==> src/rtl/dif_tf_const_bank.sv <==
// dif_tf_const_bank
// Bank of twiddle constants for a decimation-in-frequency FFT. The table holds
// NUM_STAGES x NUM_CH constants. A read returns every channel of one stage at
// once, one cycle later. The whole table can be reloaded through a beat stream.
//
// Ports
//   clk            clock, all state changes on the rising edge
//   rst_n          asynchronous active-low reset, restores INIT_TABLE
//   CEN            active-low read enable
//   stage_counter  stage to read
//   load_start     pulse, starts (or restarts) a bulk reload
//   load_valid     load beat valid
//   load_data      load beat, written in stage-major, channel-minor order
//   load_ready     high while a reload is in progress
//   load_done      one-cycle pulse after the final beat is written
//   Q              channel c of the read stage at [c*P_WIDTH +: P_WIDTH]
//   q_valid        Q was updated by a valid read this cycle
//   stage_err      one-cycle pulse after a read of a stage that does not exist
module dif_tf_const_bank #(
    parameter int P_WIDTH    = 64,
    parameter int SC_WIDTH   = 3,
    parameter int NUM_STAGES = 4,
    parameter int NUM_CH     = 4,
    // Entry (stage*NUM_CH + ch) sits at bits [(stage*NUM_CH + ch)*P_WIDTH +: P_WIDTH].
    parameter logic [NUM_STAGES*NUM_CH*P_WIDTH-1:0] INIT_TABLE = {
        {((NUM_STAGES*NUM_CH-4)*P_WIDTH){1'b0}},
        64'h75c91fcd00f90ea6,
        64'h4a3f9ccc62d9a86a,
        64'h252502e45f699196,
        64'h381d997f2d35d682
    }
) (
    input  logic                        clk,
    input  logic                        rst_n,
    input  logic                        CEN,
    input  logic [SC_WIDTH-1:0]         stage_counter,
    input  logic                        load_start,
    input  logic                        load_valid,
    input  logic [P_WIDTH-1:0]          load_data,
    output logic                        load_ready,
    output logic                        load_done,
    output logic [NUM_CH*P_WIDTH-1:0]   Q,
    output logic                        q_valid,
    output logic                        stage_err
);

    localparam int N_ENTRIES = NUM_STAGES * NUM_CH;
    localparam int PTR_W     = (N_ENTRIES > 1) ? $clog2(N_ENTRIES) : 1;
    localparam logic [PTR_W-1:0] LAST_PTR = PTR_W'(N_ENTRIES - 1);

    typedef enum logic {
        S_RUN  = 1'b0,
        S_LOAD = 1'b1
    } state_t;

    state_t                 state;
    logic [PTR_W-1:0]       wr_ptr;
    logic [P_WIDTH-1:0]     table_q [N_ENTRIES];

    logic                   rd_in_range;
    logic [NUM_CH*P_WIDTH-1:0] rd_data;

    // Gather every channel of the requested stage. Stage numbers that do not
    // exist never reach the table index, they are reported as stage_err.
    always_comb begin
        logic [PTR_W-1:0] idx;
        idx         = '0;
        rd_data     = '0;
        rd_in_range = (32'(stage_counter) < 32'(NUM_STAGES));
        for (int c = 0; c < NUM_CH; c++) begin
            if (rd_in_range) begin
                idx = PTR_W'(32'(stage_counter) * 32'(NUM_CH) + 32'(c));
                rd_data[c*P_WIDTH +: P_WIDTH] = table_q[idx];
            end
        end
    end

    assign load_ready = (state == S_LOAD);

    always_ff @(posedge clk or negedge rst_n) begin
        if (!rst_n) begin
            state     <= S_RUN;
            wr_ptr    <= '0;
            Q         <= '0;
            q_valid   <= 1'b0;
            load_done <= 1'b0;
            stage_err <= 1'b0;
            for (int i = 0; i < N_ENTRIES; i++) begin
                table_q[PTR_W'(i)] <= INIT_TABLE[i*P_WIDTH +: P_WIDTH];
            end
        end else begin
            q_valid   <= 1'b0;
            load_done <= 1'b0;
            stage_err <= 1'b0;
            case (state)
                S_RUN: begin
                    // A reload request wins over a read in the same cycle.
                    if (load_start) begin
                        state  <= S_LOAD;
                        wr_ptr <= '0;
                    end else if (!CEN) begin
                        if (rd_in_range) begin
                            Q       <= rd_data;
                            q_valid <= 1'b1;
                        end else begin
                            stage_err <= 1'b1;
                        end
                    end
                end
                S_LOAD: begin
                    // Restart drops the coincident beat; entries already
                    // written keep their new values.
                    if (load_start) begin
                        wr_ptr <= '0;
                    end else if (load_valid) begin
                        table_q[wr_ptr] <= load_data;
                        if (wr_ptr == LAST_PTR) begin
                            wr_ptr    <= '0;
                            state     <= S_RUN;
                            load_done <= 1'b1;
                        end else begin
                            wr_ptr <= wr_ptr + 1'b1;
                        end
                    end
                end
                default: state <= S_RUN;
            endcase
        end
    end

endmodule

==> config.mk <==
export PLATFORM = sky130hd
export DESIGN_NAME = dif_tf_const_bank
export DESIGN_NICKNAME = d
export VERILOG_FILES = /design/src/rtl/dif_tf_const_bank.sv
export SDC_FILE = /design/constraint.sdc
export NUM_CORES = 1
export LEC_CHECK = 0
export BUFFER_PORTS_ARGS = -buffer_cell sky130_fd_sc_hd__buf_2
export CORE_UTILIZATION = 45
export DETAILED_ROUTE_END_ITERATION = 10
export GPL_ROUTABILITY_DRIVEN = 0
export MAX_ROUTING_LAYER = met4
export PLACE_DENSITY = 0.69
export SETUP_SLACK_MARGIN = 0.5
export SLEW_MARGIN = 20
export SYNTH_ARGS = -nofsm -noshare
export SYNTH_HDL_FRONTEND = slang
export SYNTH_SLANG_ARGS = --single-unit
==> constraint.sdc <==
create_clock -name clk -period 6.35 [get_ports clk]
set_input_delay 0.635 -clock clk [delete_from_list [all_inputs] [get_ports clk]]
set_output_delay 0.635 -clock clk [all_outputs]
set_load 0.01 [all_outputs]
==> impl_metrics.env, run 1 <==
export IMPL_status="finished clean"
export IMPL_critical_path_startpoint_type="flop"
export IMPL_grt_pass1_vias=27765
export IMPL_nNetsFinal=2938
export IMPL_h_tree_depth=4
export IMPL_syn2layout_area_growth_pct=14.4
export IMPL_cts_tree="yes"
export IMPL_fp_dieArea_sq_mm=0.115
export IMPL_overflow=0
export IMPL_use_met2=0.339
export IMPL_rsz0062_at_grt="no"
export IMPL_p_sw_frac=0.219
export IMPL_grt_busiest_layer="met2"
export IMPL_final_hold_violation_count=0
export IMPL_power_density_mw_per_mm2=318
export IMPL_setup_tns_ps=0
export IMPL_design_area_sq_mm=0.0588
export IMPL_holdWs_ps=129
export IMPL_timing_final_crit_period_ps=3460
export IMPL_timing_rr_start="load_ready"
export IMPL_pwr_share_clk=0.422
export IMPL_dpl_cell_area_sq_mm=0.0542
export IMPL_antenna_left=0
export IMPL_synth_seq_area_share=0.681
export IMPL_die_width_um=340
export IMPL_setup_viol=0
export IMPL_syn_area_sq_mm=0.0513
export IMPL_portBuffers=331
export IMPL_slew_headroom=0.223
export IMPL_yosysWarnings=0
export IMPL_irDropWorstVdd_uv=195
export IMPL_drive_gt1_frac=0.502
export IMPL_fin_util=0.521
export IMPL_clock_skew_ps=35.0
export IMPL_p_switching_uw=4090
export IMPL_hp_start="CEN"
export IMPL_synth_seq_cells=1288
export IMPL_coreArea_sq_mm=0.113
export IMPL_route_detailed_drc=0
export IMPL_ff2ff_path_depth=4
export IMPL_wl_per_cell_um=26.5
export IMPL_grt_usage=0.216
export IMPL_fin_crit_sh=0.544
export IMPL_post_cts_setup_buffers=0
export IMPL_clock_sinks=1288
export IMPL_hold_path_endpoint="stage_err"
export IMPL_cp_slowest_cell="nand3_4"
export IMPL_fill_cells=8713
export IMPL_route_vias_total=25267
export IMPL_synthDistinctLibCells=37
export IMPL_pin_count=332
export IMPL_grt_pass1_wl_mm=182
export IMPL_hold_depth=2
export IMPL_r2r_slack_ps=2890
export IMPL_cp_required_ps=6960
export IMPL_drt_initial_drc_count=1691
export IMPL_drv_cap=0
export IMPL_fmax_mhz=289
export IMPL_cts_root_buffer="clkbuf_16"
export IMPL_syn_inst=2499
export IMPL_pwr_share_comb=0.069
export IMPL_tightest_slew_ps=1170
export IMPL_use_met3=0.0381
export IMPL_viasPerCell=5.64
export IMPL_max_stage_delay_ps=1000
export IMPL_arrival_ps=4070
export IMPL_wirelength_mm=119
export IMPL_pwr_share_seq=0.510
export IMPL_crit_fanout=44
export IMPL_rows=123
export IMPL_use_met1=0.288
export IMPL_cts_buffer_depth=3
export IMPL_worstReg2RegEnd="table_q[814]"
export IMPL_syn_num_nets=2575
export IMPL_end_kind="flop"
export IMPL_p_int_uw=14600
export IMPL_cellLeakagePower_uw=0.0252
export IMPL_maxSlewViolCount=0
export IMPL_start_util=0.455
export IMPL_hpwl_mm=70.3
export IMPL_clkLatencyLatePin_ps=730
export IMPL_crit_chain="and3b_1 > nand3_4 > buf_4 > mux2_4"
export IMPL_clk_pin_slew_ps=50
export IMPL_dr_pass1_iters=5
export IMPL_grt_antenna_before_repair=4
export IMPL_hold_path_class="in -> reg"
export IMPL_grt_max_degree=176
export IMPL_die_y_um=340
export IMPL_cts_buffers=136
export IMPL_path_class="reg -> reg"
export IMPL_syn_area_per_cell_sq_um=20.5
==> synth_stat cells <==
master      n  area, sq um
nor2_1      1         3.75
nor4_4      1         21.3
edfxtp_1  512        15400
nand2_1     3         11.3
and3_1      1         6.26
nand3_4     6          105
nor2b_4     1         13.8
and3b_1     1         8.76
mux2_4    120         1800
buf_1       1         3.75
a311o_1     1         10.0
a21oi_1     4         20.0
nor4b_1     1         8.76
inv_1       2         7.51
a21o_2      1         8.76
nor2_2      1         6.26
buf_6      41          462
nand4_1     1         6.26
mux2_1    240         2700
dfstp_2   125         3280
and4_1      1         8.76
and2_1      8         50.1
buf_4      34          255
clkbuf_1   26         97.6
buf_12      7          140
ha_1        4         50.1
mux4_2    256         5770
dfrtp_1   651        16300
mux2_2    408         4590
or4_1       1         7.51
and4b_1     1         10.0
xor2_1      1         8.76
buf_2      31          155
and3_4      1         11.3
and4_2      1         10.0
nand3_1     3         15.0
o21ai_0     1         5.00
==> registers in the layout, summed over array words and instances, names as in the netlist <==
signal / count
table_q: 1024
Q: 256
wr_ptr: 4
load_done: 1
load_ready: 1
q_valid: 1
stage_err: 1
==> layout by cell type (no fill, tap or decap), types with 6 or more instances in the layout <==
cell         n
and2_4       8
buf_12      12
buf_2      328
buf_4       16
bufinv_16    8
clkbuf_1    37
clkbuf_16  143
clkbuf_8    15
clkinv_1    17
clkinv_2    18
dfrtp_1    651
dfstp_2    125
edfxtp_1   512
inv_6        6
mux2_1     240
mux2_2     408
mux2_4     120
mux4_2     256
nand3_4      6
==> per-layer routing <==
metal  share of wire  up-vias  wire length (um)
li1                -    10457                 -
met1            0.43    14004             51000
met2            0.49      623             58700
met3           0.049      183              5840
met4           0.026        0              3080
met5               0        -                 0
==> critical path, delay by kind of cell, from the launching register on <==
kind	cells	cell delay, ps
muxes	1	350
and+or+nand+nor	2	1810
buffers and inverters	1	630
DFF	1	520
==> cell families (layout without fill, tap and decap cells) <==
logic type	count (synthesis)	in the layout	synth area share
AOI/OAI and AO/OA	7	7	0.000853
xor gates and xnor gates	1	1	0.000171
adders and majority gates	4	4	0.000975
buffers and inverters	142	620	0.0218
DFF	1288	1288	0.681
muxes	1024	1024	0.290
other	0	2	0
and+or+nand+nor	33	33	0.00592
==> power groups by stage <==
| stage | combinational [uW] | sequential (uW) | clock, uW |
|---|---|---|---|
| 2_1_floorplan | 858 | 9590 | 0 |
| 3_3_place_gp | 1250 | 9620 | 0 |
| 3_5_place_dp | 1310 | 9680 | 0 |
| 4_1_cts | 1320 | 9530 | 8030 |
| 5_1_grt | 1400 | 9580 | 8360 |
| 6_report | 1290 | 9530 | 7880 |
==> repair_timing <==
| item | CTS | global route |
|---|---|---|
| gates resized for setup | 0 | 0 |
| endpoints found under the hold margin | 29 | 0 |
| hold buffers | 1 | 0 |
==> cell type report <==
type / count / area [sq um] / area share
clock buffers: 195 / 3920 / 0.0668
flip-flops and latches: 1288 / 34900 / 0.595
multi-input cells: 1069 / 15300 / 0.260
inverters: 2 / 7.51 / 0.000128
well taps: 1500 / 1880 / 0.0319
repair buffers: 365 / 2150 / 0.0365
diodes: 2 / 5.00 / 0.0000852
clock inverters: 58 / 547 / 0.00931
==> through the flow <==
stage / worst slack (ps) / power (uW) / instances
2_1_floorplan: 3010 / 10400 / 2499
3_5_place_dp: 2640 / 11000 / 4222
6_report: 2890 / 18700 / 4479
3_3_place_gp: 2730 / 10900 / 4217
4_1_cts: 2910 / 18900 / 4476
5_1_grt: 2780 / 19300 / 4478
==> worst max-delay path by stage <==
stage,cells past startpoint,endpoint,startpoint
after floorplan,5,table_q[256],load_start
after global placement,5,table_q[805],load_start
after detailed placement,5,table_q[742],load_start
after CTS,4,table_q[742],load_ready
after global routing,4,table_q[374],load_ready
final,4,table_q[814],load_ready
(Power assumes the default switching activity.)
==> run 2: changes to the inputs <==
clock period = 3.6 ns   (was 6.35 ns; I/O delays follow)
==> run 2 against run 1 <==
Core utilization up 0.62 points. Setup slack worse by 2000 ps. Via count up 0.72%. Final cell count up 1.2%. Sequential power up 76%. Maximum frequency up 26%. Register-to-register slack worse by 2000 ps. Clock skew down 4.2 ps. Critical path depth unchanged. Combinational power up 84%. Largest cell class unchanged.
==> impl_metrics.env, run 2 (synthesis gave the netlist of run 1 again) <==
export IMPL_top_regs="table_q (1024), Q (256), wr_ptr (4)"
export IMPL_cp_required_ps=4210
export IMPL_mostFrequentLayoutCell="dfrtp_1"
export IMPL_h_tree_depth=4
export IMPL_grt_usage=0.222
export IMPL_crit_start="load_ready"
export IMPL_hpwl_mm=75.6
export IMPL_rows=123
export IMPL_grt_antenna_before_repair=8
export IMPL_cp_endpoint="table_q[737]"
export IMPL_timing_rr_start="load_ready"
export IMPL_hold_path_class="in -> reg"
export IMPL_power_density_mw_per_mm2=555
export IMPL_top_register="table_q"
export IMPL_final_hold_violation_count=0
export IMPL_dp_slack_ps=903
export IMPL_ff2ff_path_depth=4
export IMPL_die_y_um=340
export IMPL_irDropWorstVdd_uv=437
export IMPL_timing_final_crit_period_ps=2730
export IMPL_maxSlewViolCount=0
export IMPL_crit_fanout=24
export IMPL_arrival_ps=3340
export IMPL_die_width_um=340
export IMPL_cts_buffers=135
export IMPL_rsz0062_at_grt="no"
export IMPL_status="finished clean"
export IMPL_slew_headroom=0.286
export IMPL_nNetsFinal=2994
export IMPL_drive_gt1_frac=0.506
export IMPL_grt_pass1_vias=27736
export IMPL_drv_cap=0
export IMPL_critical_path_startpoint_type="flop"
export IMPL_cts_buffer_depth=3
export IMPL_fp_dieArea_sq_mm=0.115
export IMPL_worstReg2RegEnd="table_q[737]"
export IMPL_syn2layout_area_growth_pct=15.8
export IMPL_path_class="reg -> reg"
export IMPL_wl_per_cell_um=27.0
export IMPL_largest_reg_flops=1024
export IMPL_coreArea_sq_mm=0.113
export IMPL_clock_skew_ps=30.8
export IMPL_r2r_slack_ps=870
export IMPL_fin_crit_sh=0.759
export IMPL_grt_pass1_wl_mm=185
export IMPL_antenna_left=0
export IMPL_clkLatencyLatePin_ps=730
export IMPL_final_cell_mix="dfrtp_1, edfxtp_1, mux2_2, buf_2, mux4_2"
export IMPL_drt_initial_drc_count=1669
export IMPL_holdWs_ps=41.0
export IMPL_fmax_mhz=366
export IMPL_setup_tns_ps=0
export IMPL_wirelength_mm=122
export IMPL_portBuffers=331
export IMPL_route_vias_total=25448
export IMPL_route_detailed_drc=0
export IMPL_clk_pin_slew_ps=60
export IMPL_cts_root_buffer="clkbuf_16"
export IMPL_pin_count=332
export IMPL_post_cts_setup_buffers=0
export IMPL_end_kind="flop"
export IMPL_cellLeakagePower_uw=0.0255
export IMPL_setup_viol=0
export IMPL_grt_max_degree=175
export IMPL_dr_pass1_iters=5
export IMPL_viasPerCell=5.62
export IMPL_clock_sinks=1288
export IMPL_setup_ws_ps=867
export IMPL_overflow=0
export IMPL_tightest_slew_ps=1070
export IMPL_cts_tree="yes"
export IMPL_start_util=0.455
[run 2: cell count changes in the layout (fill, tap and decap cells not counted), sizes merged]
cell,change
dlygate4sd3,+24
clkinvlp,+1
bufinv,-1
clkinv,+2
buf,+33
clkbuf,-6
[run 2: layout make-up]
type                    instances  area [sq um]
clock inverters                60           566
inverters                       2          7.51
well taps                    1500          1880
fillers                      8721         53400
clock buffers                 189          3860
multi-input cells            1069         15300
diodes                          2          5.00
repair buffers                422          2900
flip-flops and latches       1288         34900
[run 2: layer usage]
metal	global-route usage	wire, um	vias to the layer above
li1	-	-	10567
met1	0.300	53000	14004
met2	0.340	59200	677
met3	0.0415	6270	200
met4	0.0760	3700	0
met5	-	0	-
[run 2: timing repair]
item                                   in CTS  in global routing
endpoints found under the hold margin     207                  0
resized for setup                           0                  0
hold buffers                               25                  0
[run 2: worst max-delay path, stage by stage (launching register included)]
cell and delay (ps):
dfrtp_1 540, and3b_1 660, and3_4 700, buf_12 310, mux2_4 330
[run 2: how the worst min path moves through the flow]
stage             startpoint      endpoint  slack [ps]  cells past startpoint
5_1_grt        load_data[55]  table_q[183]          20                      1
4_1_cts        load_data[57]  table_q[505]         0.3                      1
2_1_floorplan          rst_n          Q[0]          60                      0
3_5_place_dp           rst_n  table_q[594]         250                      1
3_3_place_gp           rst_n  table_q[594]         240                      1
6_report       load_data[55]  table_q[183]          40                      1
[run 2: power breakdown]
part / leakage [uW] / switching (uW) / internal, uW
sequential: 0.0148 / 449 / 16300
combinational: 0.00856 / 1110 / 1270
clock: 0.00218 / 5770 / 8040
[run 2: per-stage QoR]
| step | total power, uW | cells | instance area, sq um | utilization |
|---|---|---|---|---|
| global route | 34100 | 4531 | 59500 | 0.527 |
| finish | 33000 | 4532 | 59500 | 0.527 |
| global placement | 19300 | 4256 | 54800 | 0.486 |
| detailed placement | 19500 | 4256 | 54800 | 0.486 |
| floorplan | 18400 | 2499 | 51300 | - |
| CTS | 33300 | 4530 | 59400 | 0.527 |
==> run 3: changes to the inputs <==
PLACE_DENSITY = 0.72   (was 0.69)
clock period = 2.22 ns   (was 3.6 ns; I/O delays follow)
==> run 3 against run 2 <==
Global-route usage grew 2.1 points. Clock skew is essentially flat. Final cell count grew 5.9%. Largest cell class unchanged. Highest routed layer unchanged.
==> impl_metrics.env, run 3 (synthesis gave the netlist of run 1 again) <==
export IMPL_grt_max_degree=150
export IMPL_h_tree_depth=4
export IMPL_wirelength_mm=150
export IMPL_cts_buffer_depth=3
export IMPL_nNetsFinal=3258
export IMPL_grt_antenna_before_repair=1
export IMPL_grt_pass1_wl_mm=200
export IMPL_drive_gt1_frac=0.578
export IMPL_clkLatencyLatePin_ps=770
export IMPL_timing_final_crit_period_ps=1950
export IMPL_total_power_uw=54400
export IMPL_antenna_left=0
export IMPL_die_y_um=340
export IMPL_fin_crit_sh=0.879
export IMPL_pin_count=332
export IMPL_coreArea_sq_mm=0.113
export IMPL_cellLeakagePower_uw=0.0284
export IMPL_path_class="reg -> reg"
export IMPL_irDropWorstVdd_uv=625
export IMPL_top_regs="table_q (1024), Q (256), wr_ptr (4)"
export IMPL_arrival_ps=2400
export IMPL_mostFrequentLayoutCell="dfrtp_1"
export IMPL_hold_path_class="in -> reg"
export IMPL_power_density_mw_per_mm2=834
export IMPL_drt_initial_drc_count=2597
export IMPL_cts_root_buffer="clkbuf_16"
export IMPL_route_detailed_drc=0
export IMPL_dr_pass1_iters=5
export IMPL_largest_reg_flops=1024
export IMPL_clk_pin_slew_ps=60
export IMPL_top_register="table_q"
export IMPL_final_hold_violation_count=0
export IMPL_maxSlewViolCount=0
export IMPL_fmax_mhz=512
export IMPL_syn2layout_area_growth_pct=27.1
export IMPL_die_width_um=340
export IMPL_drv_cap=0
export IMPL_setup_viol=0
export IMPL_status="finished clean"
export IMPL_cts_buffers=134
export IMPL_start_util=0.455
export IMPL_critical_path_startpoint_type="flop"
export IMPL_timing_rr_start="load_ready"
export IMPL_hpwl_mm=75.2
export IMPL_overflow=0
export IMPL_cts_tree="yes"
export IMPL_setup_tns_ps=0
export IMPL_fp_dieArea_sq_mm=0.115
export IMPL_grt_usage=0.243
export IMPL_end_kind="flop"
export IMPL_route_vias_total=27852
export IMPL_rows=123
export IMPL_portBuffers=331
export IMPL_crit_fanout=13
export IMPL_rsz0062_at_grt="yes"
export IMPL_hp_start="stage_counter[1]"
export IMPL_tightest_slew_ps=927
export IMPL_slew_headroom=0.382
export IMPL_cp_required_ps=2670
export IMPL_crit_start="load_ready"
export IMPL_viasPerCell=5.80
export IMPL_clock_sinks=1288
export IMPL_clock_skew_ps=30.4
export IMPL_wl_per_cell_um=31.2
export IMPL_r2r_slack_ps=270
export IMPL_final_cell_mix="dfrtp_1, edfxtp_1, mux2_2, buf_2, mux2_4"
export IMPL_grt_pass1_vias=29073
run 3: cell count changes in the layout (fill, tap and decap cells not counted), sizes merged:
cell and change:
buf +170, inv +4, clkinvlp -1, dlygate4sd3 +46, diode +1, clkbuf +48, clkinv -4, bufinv +2
run 3: final timing paths:
check                                end  cells past startpoint
setup / recovery            table_q[445]                      6
hold / removal                    Q[203]                      3
setup reg to reg            table_q[445]                      6
hold reg to reg            table_q[1001]                      1
max in group asynchronous      wr_ptr[0]                      3
min in group asynchronous   table_q[866]                      2
run 3: power by group:
group / internal [uW] / total (uW) / switching (uW)
clock network: 12900 / 22500 / 9590
registers: 26500 / 27300 / 809
logic: 2680 / 4610 / 1940
total: 42100 / 54400 / 12300
run 3: repair_timing:
action                                  4_1_cts  5_1_grt
setup buffers                                60       24
gates resized for setup                     107      234
pin swaps                                    11        8
cloned                                       40       61
endpoints found under the setup margin     1263     1251
endpoints found under the hold margin      1300        0
hold buffers                                 71        0
run 3: stage by stage:
step / util / std cells / setup slack, ps / hold slack (ps) / instance area (sq um)
final: 0.579 / 4798 / 269 / 81.8 / 65300
after global routing: 0.578 / 4795 / 250 / 60.9 / 65300
after CTS: 0.556 / 4710 / 400 / 37.9 / 62700
after detailed placement: 0.491 / 4290 / 25.5 / 89.9 / 55400
after global placement: 0.491 / 4290 / 26.9 / 86.5 / 55400
after floorplan: - / 2499 / 143 / -73.6 / 51400
run 3: area by class of cell:
cell class	instances	area, sq um
repair buffers	687	7950
inverters	2	15.0
clock inverters	61	669
diodes	3	7.51
fillers	7982	47500
multi-input cells	1069	16100
well taps	1500	1880
clock buffers	188	3720
flip-flops and latches	1288	35000
run 3: worst max-delay path, stage by stage, from the launching register on:
cell	delay [ps]
dfrtp_1	380
and3b_2	330
and4b_2	290
buf_6	110
and2_4	170
buf_12	160
buf_16	180
run 3: metal layers:
layer / track usage / part of all wire / vias to the layer above / wire (um)
met4: 0.0694 / 0.030 / 0 / 4470
met2: 0.388 / 0.49 / 1204 / 72700
met3: 0.0385 / 0.068 / 233 / 10200
li1: - / - / 11137 / -
met5: - / 0 / - / 0
met1: 0.325 / 0.42 / 15278 / 62400
